<file path="config.mk">
export PLATFORM = sky130hd
export DESIGN_NAME = mc_datapath
export DESIGN_NICKNAME = d
export VERILOG_FILES = /design/src/rtl/mc_pkg.sv /design/src/rtl/mc_datapath_regfile.sv /design/src/rtl/mc_datapath.sv
export SDC_FILE = /design/constraint.sdc
export NUM_CORES = 2
export LEC_CHECK = 0
export CORE_ASPECT_RATIO = 1.2
export CORE_MARGIN = 2
export CORE_UTILIZATION = 60
export DETAILED_ROUTE_END_ITERATION = 10
export HOLD_SLACK_MARGIN = 0.15
export PLACE_DENSITY = 0.82
export SYNTH_ARGS = -nofsm -noshare
export SYNTH_HDL_FRONTEND = slang
export SYNTH_SLANG_ARGS = --single-unit
</file>
<file path="constraint.sdc">
create_clock -name clk -period 8.6 [get_ports clk]
set_input_delay 1.72 -clock clk [delete_from_list [all_inputs] [get_ports clk]]
set_output_delay 1.72 -clock clk [all_outputs]
set_load 0.01 [all_outputs]
</file>
<file path="src/rtl/mc_pkg.sv">
// Shared definitions for the multicycle MIPS-I datapath: opcode and funct
// constants, the 3-bit ALU control encoding, the FSM state enum and the
// funct decode helpers.
package mc_pkg;

  localparam int unsigned REG_COUNT = 32;
  localparam int unsigned REG_AW    = 5;

  localparam logic [5:0] OP_RTYPE = 6'h00;
  localparam logic [5:0] OP_J     = 6'h02;
  localparam logic [5:0] OP_BEQ   = 6'h04;
  localparam logic [5:0] OP_ADDI  = 6'h08;
  localparam logic [5:0] OP_LW    = 6'h23;
  localparam logic [5:0] OP_SW    = 6'h2B;

  localparam logic [5:0] FN_ADD = 6'h20;
  localparam logic [5:0] FN_SUB = 6'h22;
  localparam logic [5:0] FN_AND = 6'h24;
  localparam logic [5:0] FN_OR  = 6'h25;
  localparam logic [5:0] FN_SLT = 6'h2A;

  typedef enum logic [2:0] {
    ALU_AND = 3'b000,
    ALU_OR  = 3'b001,
    ALU_ADD = 3'b010,
    ALU_SUB = 3'b110,
    ALU_SLT = 3'b111
  } alu_ctl_t;

  typedef enum logic [3:0] {
    FETCH, DECODE, MEMADR, MEMRD, MEMWB, MEMWR,
    EXEC, ALUWB, BRANCH, ADDIWB, JUMP, TRAP
  } state_t;

  function automatic logic funct_valid(input logic [5:0] funct);
    return funct inside {FN_ADD, FN_SUB, FN_AND, FN_OR, FN_SLT};
  endfunction

  function automatic alu_ctl_t funct_to_alu(input logic [5:0] funct);
    case (funct)
      FN_SUB:  return ALU_SUB;
      FN_AND:  return ALU_AND;
      FN_OR:   return ALU_OR;
      FN_SLT:  return ALU_SLT;
      default: return ALU_ADD;
    endcase
  endfunction

endpackage

</file>
<file path="src/rtl/mc_datapath_regfile.sv">
// 32 x XLEN register file: two asynchronous read ports, one synchronous
// write port. Register 0 reads as zero and ignores writes. No reset.
//   clk      - write clock
//   we/wa/wd - write enable, address, data
//   ra1/rd1  - read port 1 address/data
//   ra2/rd2  - read port 2 address/data
module regfile
  import mc_pkg::*;
#(
  parameter int unsigned XLEN = 32
) (
  input  logic              clk,
  input  logic              we,
  input  logic [REG_AW-1:0] wa,
  input  logic [XLEN-1:0]   wd,
  input  logic [REG_AW-1:0] ra1,
  output logic [XLEN-1:0]   rd1,
  input  logic [REG_AW-1:0] ra2,
  output logic [XLEN-1:0]   rd2
);

  logic [XLEN-1:0] regs [REG_COUNT];

  always_ff @(posedge clk) begin
    if (we && (wa != '0)) regs[wa] <= wd;
  end

  assign rd1 = (ra1 == '0) ? '0 : regs[ra1];
  assign rd2 = (ra2 == '0) ? '0 : regs[ra2];

endmodule

</file>
<file path="src/rtl/mc_datapath.sv">
// Multicycle MIPS-I subset core (lw, sw, add, sub, and, or, slt, beq, addi, j)
// over a single shared instruction/data memory port.
//   clk                 - clock, rising edge
//   reset               - asynchronous active-low reset
//   mem_req/mem_we      - transfer request / write select
//   mem_addr/mem_wdata  - byte address / store data, held while pending
//   mem_ready/mem_rdata - transfer completion / read data
//   pc                  - program counter
//   retire              - one-cycle pulse in each instruction's final state
//   illegal             - sticky trap flag, cleared only by reset
module mc_datapath
  import mc_pkg::*;
#(
  parameter int unsigned     XLEN     = 32,
  parameter logic [XLEN-1:0] RESET_PC = '0,
  parameter bit              JUMP_EN  = 1'b1
) (
  input  logic            clk,
  input  logic            reset,
  output logic            mem_req,
  output logic            mem_we,
  output logic [XLEN-1:0] mem_addr,
  output logic [XLEN-1:0] mem_wdata,
  input  logic            mem_ready,
  input  logic [XLEN-1:0] mem_rdata,
  output logic [XLEN-1:0] pc,
  output logic            retire,
  output logic            illegal
);

  state_t          state;
  state_t          dec_next;
  logic [31:0]     ir;
  logic [XLEN-1:0] a, b, alu_out, mdr;
  logic [XLEN-1:0] imm_sext, alu_result, jump_target;
  logic [XLEN-1:0] rf_rd1, rf_rd2, rf_wd;
  logic [REG_AW-1:0] rf_wa;
  logic            rf_we;
  logic            retire_q;
  alu_ctl_t        alu_ctl;

  logic [5:0] opcode, funct;
  assign opcode = ir[31:26];
  assign funct  = ir[5:0];

  assign imm_sext    = {{(XLEN-16){ir[15]}}, ir[15:0]};
  assign jump_target = {pc[XLEN-1:28], ir[25:0], 2'b00};
  assign alu_ctl     = funct_to_alu(funct);

  // Address and store data come straight from registers that only change
  // when a transfer completes, so they stay stable across wait cycles.
  assign mem_addr  = (state == FETCH) ? pc : alu_out;
  assign mem_wdata = b;

  // A store's final cycle is the one where its write completes, which is
  // only known from mem_ready in that cycle.
  assign retire = retire_q | ((state == MEMWR) & mem_req & mem_ready);

  regfile #(.XLEN(XLEN)) u_rf (
    .clk (clk),
    .we  (rf_we),
    .wa  (rf_wa),
    .wd  (rf_wd),
    .ra1 (ir[25:21]),
    .rd1 (rf_rd1),
    .ra2 (ir[20:16]),
    .rd2 (rf_rd2)
  );

  always_comb begin
    rf_we = 1'b0;
    rf_wa = ir[20:16];
    rf_wd = alu_out;
    case (state)
      MEMWB:  begin rf_we = 1'b1; rf_wd = mdr; end
      ADDIWB: rf_we = 1'b1;
      ALUWB:  begin rf_we = 1'b1; rf_wa = ir[15:11]; end
      default: ;
    endcase
  end

  always_comb begin
    alu_result = '0;
    case (alu_ctl)
      ALU_AND: alu_result = a & b;
      ALU_OR:  alu_result = a | b;
      ALU_ADD: alu_result = a + b;
      ALU_SUB: alu_result = a - b;
      ALU_SLT: alu_result = {{(XLEN-1){1'b0}}, ($signed(a) < $signed(b))};
      default: alu_result = '0;
    endcase
  end

  always_comb begin
    dec_next = TRAP;
    case (opcode)
      OP_LW, OP_SW, OP_ADDI: dec_next = MEMADR;
      OP_RTYPE:              dec_next = funct_valid(funct) ? EXEC : TRAP;
      OP_BEQ:                dec_next = BRANCH;
      OP_J:                  dec_next = JUMP_EN ? JUMP : TRAP;
      default:               dec_next = TRAP;
    endcase
  end

  always_ff @(posedge clk or negedge reset) begin
    if (!reset) begin
      state    <= FETCH;
      pc       <= RESET_PC;
      ir       <= '0;
      a        <= '0;
      b        <= '0;
      alu_out  <= '0;
      mdr      <= '0;
      illegal  <= 1'b0;
      retire_q <= 1'b0;
      mem_req  <= 1'b0;
      mem_we   <= 1'b0;
    end else begin
      retire_q <= 1'b0;
      case (state)
        // After reset FETCH is entered with mem_req low; the first edge
        // raises it. Every other entry into FETCH raises it on the way in.
        FETCH: begin
          mem_we <= 1'b0;
          if (mem_req && mem_ready) begin
            ir      <= mem_rdata[31:0];
            pc      <= pc + XLEN'(4);
            mem_req <= 1'b0;
            state   <= DECODE;
          end else begin
            mem_req <= 1'b1;
          end
        end
        DECODE: begin
          a       <= rf_rd1;
          b       <= rf_rd2;
          alu_out <= pc + (imm_sext << 2);
          state   <= dec_next;
          if (dec_next == TRAP) illegal <= 1'b1;
          if (dec_next == BRANCH || dec_next == JUMP) retire_q <= 1'b1;
        end
        MEMADR: begin
          alu_out <= a + imm_sext;
          case (opcode)
            OP_LW: begin state <= MEMRD; mem_req <= 1'b1; mem_we <= 1'b0; end
            OP_SW: begin state <= MEMWR; mem_req <= 1'b1; mem_we <= 1'b1; end
            default: begin state <= ADDIWB; retire_q <= 1'b1; end
          endcase
        end
        MEMRD: begin
          if (mem_ready) begin
            mdr      <= mem_rdata;
            mem_req  <= 1'b0;
            retire_q <= 1'b1;
            state    <= MEMWB;
          end
        end
        MEMWR: begin
          if (mem_ready) begin
            mem_req <= 1'b1;
            mem_we  <= 1'b0;
            state   <= FETCH;
          end
        end
        EXEC: begin
          alu_out  <= alu_result;
          retire_q <= 1'b1;
          state    <= ALUWB;
        end
        BRANCH: begin
          if (a == b) pc <= alu_out;
          mem_req <= 1'b1;
          state   <= FETCH;
        end
        JUMP: begin
          pc      <= jump_target;
          mem_req <= 1'b1;
          state   <= FETCH;
        end
        MEMWB, ALUWB, ADDIWB: begin
          mem_req <= 1'b1;
          state   <= FETCH;
        end
        TRAP: begin
          mem_req <= 1'b0;
          mem_we  <= 1'b0;
        end
        default: state <= TRAP;
      endcase
    end
  end

endmodule

</file>
==> flow_metrics.py <==
metrics = {
    "power": {
        "power_density_nw_per_um2": 164,
        "ir_worst_vdd_v": 0.000179,
        "cellLeakagePower_nw": 20.3,
    },
    "clocking": {
        "clk_pin_slew_ns": 0.07,
        "clock_latency_ns": 0.76,
        "htree_levels": 3,
        "cts_sinks": 1224,
        "cts_resized": 0,
        "cts-hold-fix-buffers": 0,
        "cts.path.max_buffers": 3,
        "cts_buffers": 111,
        "cts_tree": "built",
        "postCtsSetupBuffers": 0,
        "root_buffer": "clkbuf_16",
    },
    "worst_setup_path": {
        "cp_common_cell": "nand3_1",
        "timing.rr.start": "state[1]",
        "cp_top_family": "simple AND/OR/NAND/NOR gates",
        "start_kind": "flip-flop",
        "worst_path_max_delay_cell": "nor2_4",
        "path_cells": "nand3_1 > mux2i_1 > nand3_1 > nand3_1 > nor2_4 > buf_4",
        "critPathMaxFanout": 22,
        "timing.critical_path.buf_inv": 1,
        "ff2ff_setup_slack_ns": 3.40,
        "end_kind": "flip-flop",
        "slowest_delay_ns": 1.19,
        "arrival_ns": 5.63,
        "rr_worst_depth": 6,
        "worstReg2RegEnd": "u_rf.regs[20][28]",
        "critPathKind": "reg -> reg",
        "cp.required_ns": 9.03,
    },
    "global_route": {
        "grt_start_max_net_pins": 142,
        "grt_pass1_vias": 44495,
        "antenna_found_initial": 6,
        "grt.total_usage": 0.393,
        "grt_first_pass_wirelength_mm": 308,
        "grt_overflow": 0,
    },
    "finish": {
        "drive_gt1_frac": 0.239,
        "final_cell_mix": "edfxtp_1 (1024), mux4_2 (548), o21ai_0 (199), a21oi_1 (194), dfrtp_1 (189)",
        "areaGrowthSynthToFinish_pct": 10.7,
        "fin_util": 0.669,
        "fill_cells": 6652,
        "final_common_cell": "edfxtp_1",
        "fin_nets": 4485,
        "final_cells": 5778,
    },
    "place": {
        "place_ws_ns": 3.67,
        "place_congestion": 1.01,
        "dp_cells": 5570,
        "hpwl_mm": 125,
        "numPortBuffers": 134,
    },
    "drt": {
        "drc_errors": 0,
        "vias_per_cell": 7.77,
        "wl_per_cell_um": 37.1,
        "routed_wirelength_mm": 214,
        "ant_nets": 0,
        "vias": 44905,
        "drtIter0Drc": 7475,
        "firstDrtPassIters": 7,
    },
    "floorplan": {
        "coreArea_sq_um": 106000,
        "die_w_um": 303,
        "initial_core_util": 0.604,
        "ios": 135,
        "rows": 131,
        "dieArea_sq_um": 110000,
        "die_y_um": 362,
    },
    "logic_synthesis": {
        "synth-adder-area-share": 0.0324,
        "synth_edf_count": 1024,
        "synth_ff_type": "edfxtp_1",
        "synth.area.mux_share": 0.244,
        "syn_inst": 4211,
        "synthTopCellsByArea": "edfxtp_1 (48%), mux4_2 (19%), dfrtp_1 (7.8%)",
        "post_synth.cell_area_avg_sq_um": 15.2,
        "synth_compound_area_frac": 0.0880,
        "yosysWarnings": 0,
        "yosys.area_share.simple": 0.0465,
        "yosysTopAreaCell": "edfxtp_1",
        "ys_seq_area_frac": 0.557,
        "syn-cell-area_sq_um": 64200,
        "async_reset_ff_frac": 0.163,
        "synth_seq_cells": 1224,
        "netlist.area_leader.share": 0.479,
        "synth.distinct_cells": 84,
        "synth_top_family_by_area": "multiplexers",
        "synth_xor_area_frac": 0.00764,
    },
    "timing": {
        "slew_headroom": 0.125,
        "period_minus_slack_ns": 5.20,
        "clock.fmax_mhz": 192,
        "tns_ns": 0,
        "worst_slew_pin_slew_ns": 1.30,
        "slew_viol_final": 0,
        "whs_ns": 0.475,
        "timing.final.crit_share": 0.605,
        "skew_ns": 0.0403,
        "rsz0062_at_grt": "no",
        "fin_ws_ns": 3.40,
        "hold_violations": 0,
        "finalSetupViolations": 0,
    },
    "min_path": {
        "hp-start": "illegal",
        "min_path_cells": 1,
        "hold_end": "illegal",
        "hp-class": "reg -> reg",
    },
    "run": {
        "drv_cap": 0,
    },
    "outcome": {
        "status": "complete, no violations",
    },
}
[worst max path at each step]
stage	startpoint	slack, ns	end	cells after the start
detailed placement	state[1]	3.67	u_rf.regs[20][30]	6
finish	state[1]	3.40	u_rf.regs[20][28]	6
global placement	state[1]	3.77	u_rf.regs[20][23]	6
floorplan	state[2]	4.73	mem_addr[10]	4
global route	state[2]	3.33	u_rf.regs[20][28]	8
CTS	state[1]	3.46	mem_addr[8]	4
[worst register-to-register path: cells and delay by family, from the launching register on]
| kind | cells | cell delay [ns] |
|---|---|---|
| AND/OR/NAND/NOR | 4 | 3.12 |
| flip-flops | 1 | 0.99 |
| buffers and inverters | 1 | 0.40 |
| multiplexers | 1 | 0.37 |
[where the power goes]
| group | internal, W | leakage, nW | switching [W] |
|---|---|---|---|
| Clock | 0.00285 | 1.80 | 0.00235 |
| Combinational | 0.0000294 | 8.62 | 0.0000477 |
| Sequential | 0.00635 | 9.91 | 0.00000281 |
| Total | 0.00923 | 20.3 | 0.00240 |
[sequential cells by signal, summed over array words and instances, names as in the netlist, 4 cells and up]
register / count
mem_wdata: 32
ir: 32
state: 4
a: 32
alu_out: 32
pc: 32
u_rf.regs: 1024
mdr: 32
[through the flow]
step / power, W / instance area, sq um
after CTS: 0.0116 / 71100
after global routing: 0.0118 / 71100
final: 0.0116 / 71100
after detailed placement: 0.00655 / 67300
after floorplan: 0.00650 / 64300
after global placement: 0.00655 / 67300
[cell usage after synthesis, drive strengths merged (44+ instances only)]
cell and count:
nor3 44, mux2 161, mux4 548, clkbuf 213, a221oi 57, o21ai 204, dfrtp 200, nand2 156
edfxtp 1024, a211oi 49, o22ai 92, buf 75, ha 159, a21oi 195, mux2i 151, inv 114
nand3 47, nor2 218
[kinds of logic (layout without fill, tap and decap cells)]
family,Yosys count,count (layout)
adders and majority gates,164,164
other,1,35
AOI/OAI and AO/OA,868,868
DFF,1224,1224
xor gates and xnor gates,56,56
and+or+nand+nor,635,635
muxes,860,860
buffers and inverters,403,540
[layout make-up]
cell class,count,area [sq um],area share
Sequential cell,1224,35800,0.504
Multi-Input combinational cell,2615,27300,0.384
Clock buffer,129,2910,0.0409
Timing Repair Buffer,220,2050,0.0289
Tap cell,1396,1750,0.0246
Clock inverter,76,820,0.0115
Inverter,115,432,0.00607
Antenna cell,3,7.51,0.000106
[layer usage]
layer  wire length (um)  up-vias  track usage
met5                 27        -            0
met4              17900        4        0.273
met3              28100     1101        0.106
met2             101000     4175        0.620
met1              66800    22311        0.472
li1                   -    17314            -
(Power assumes the default switching activity.)
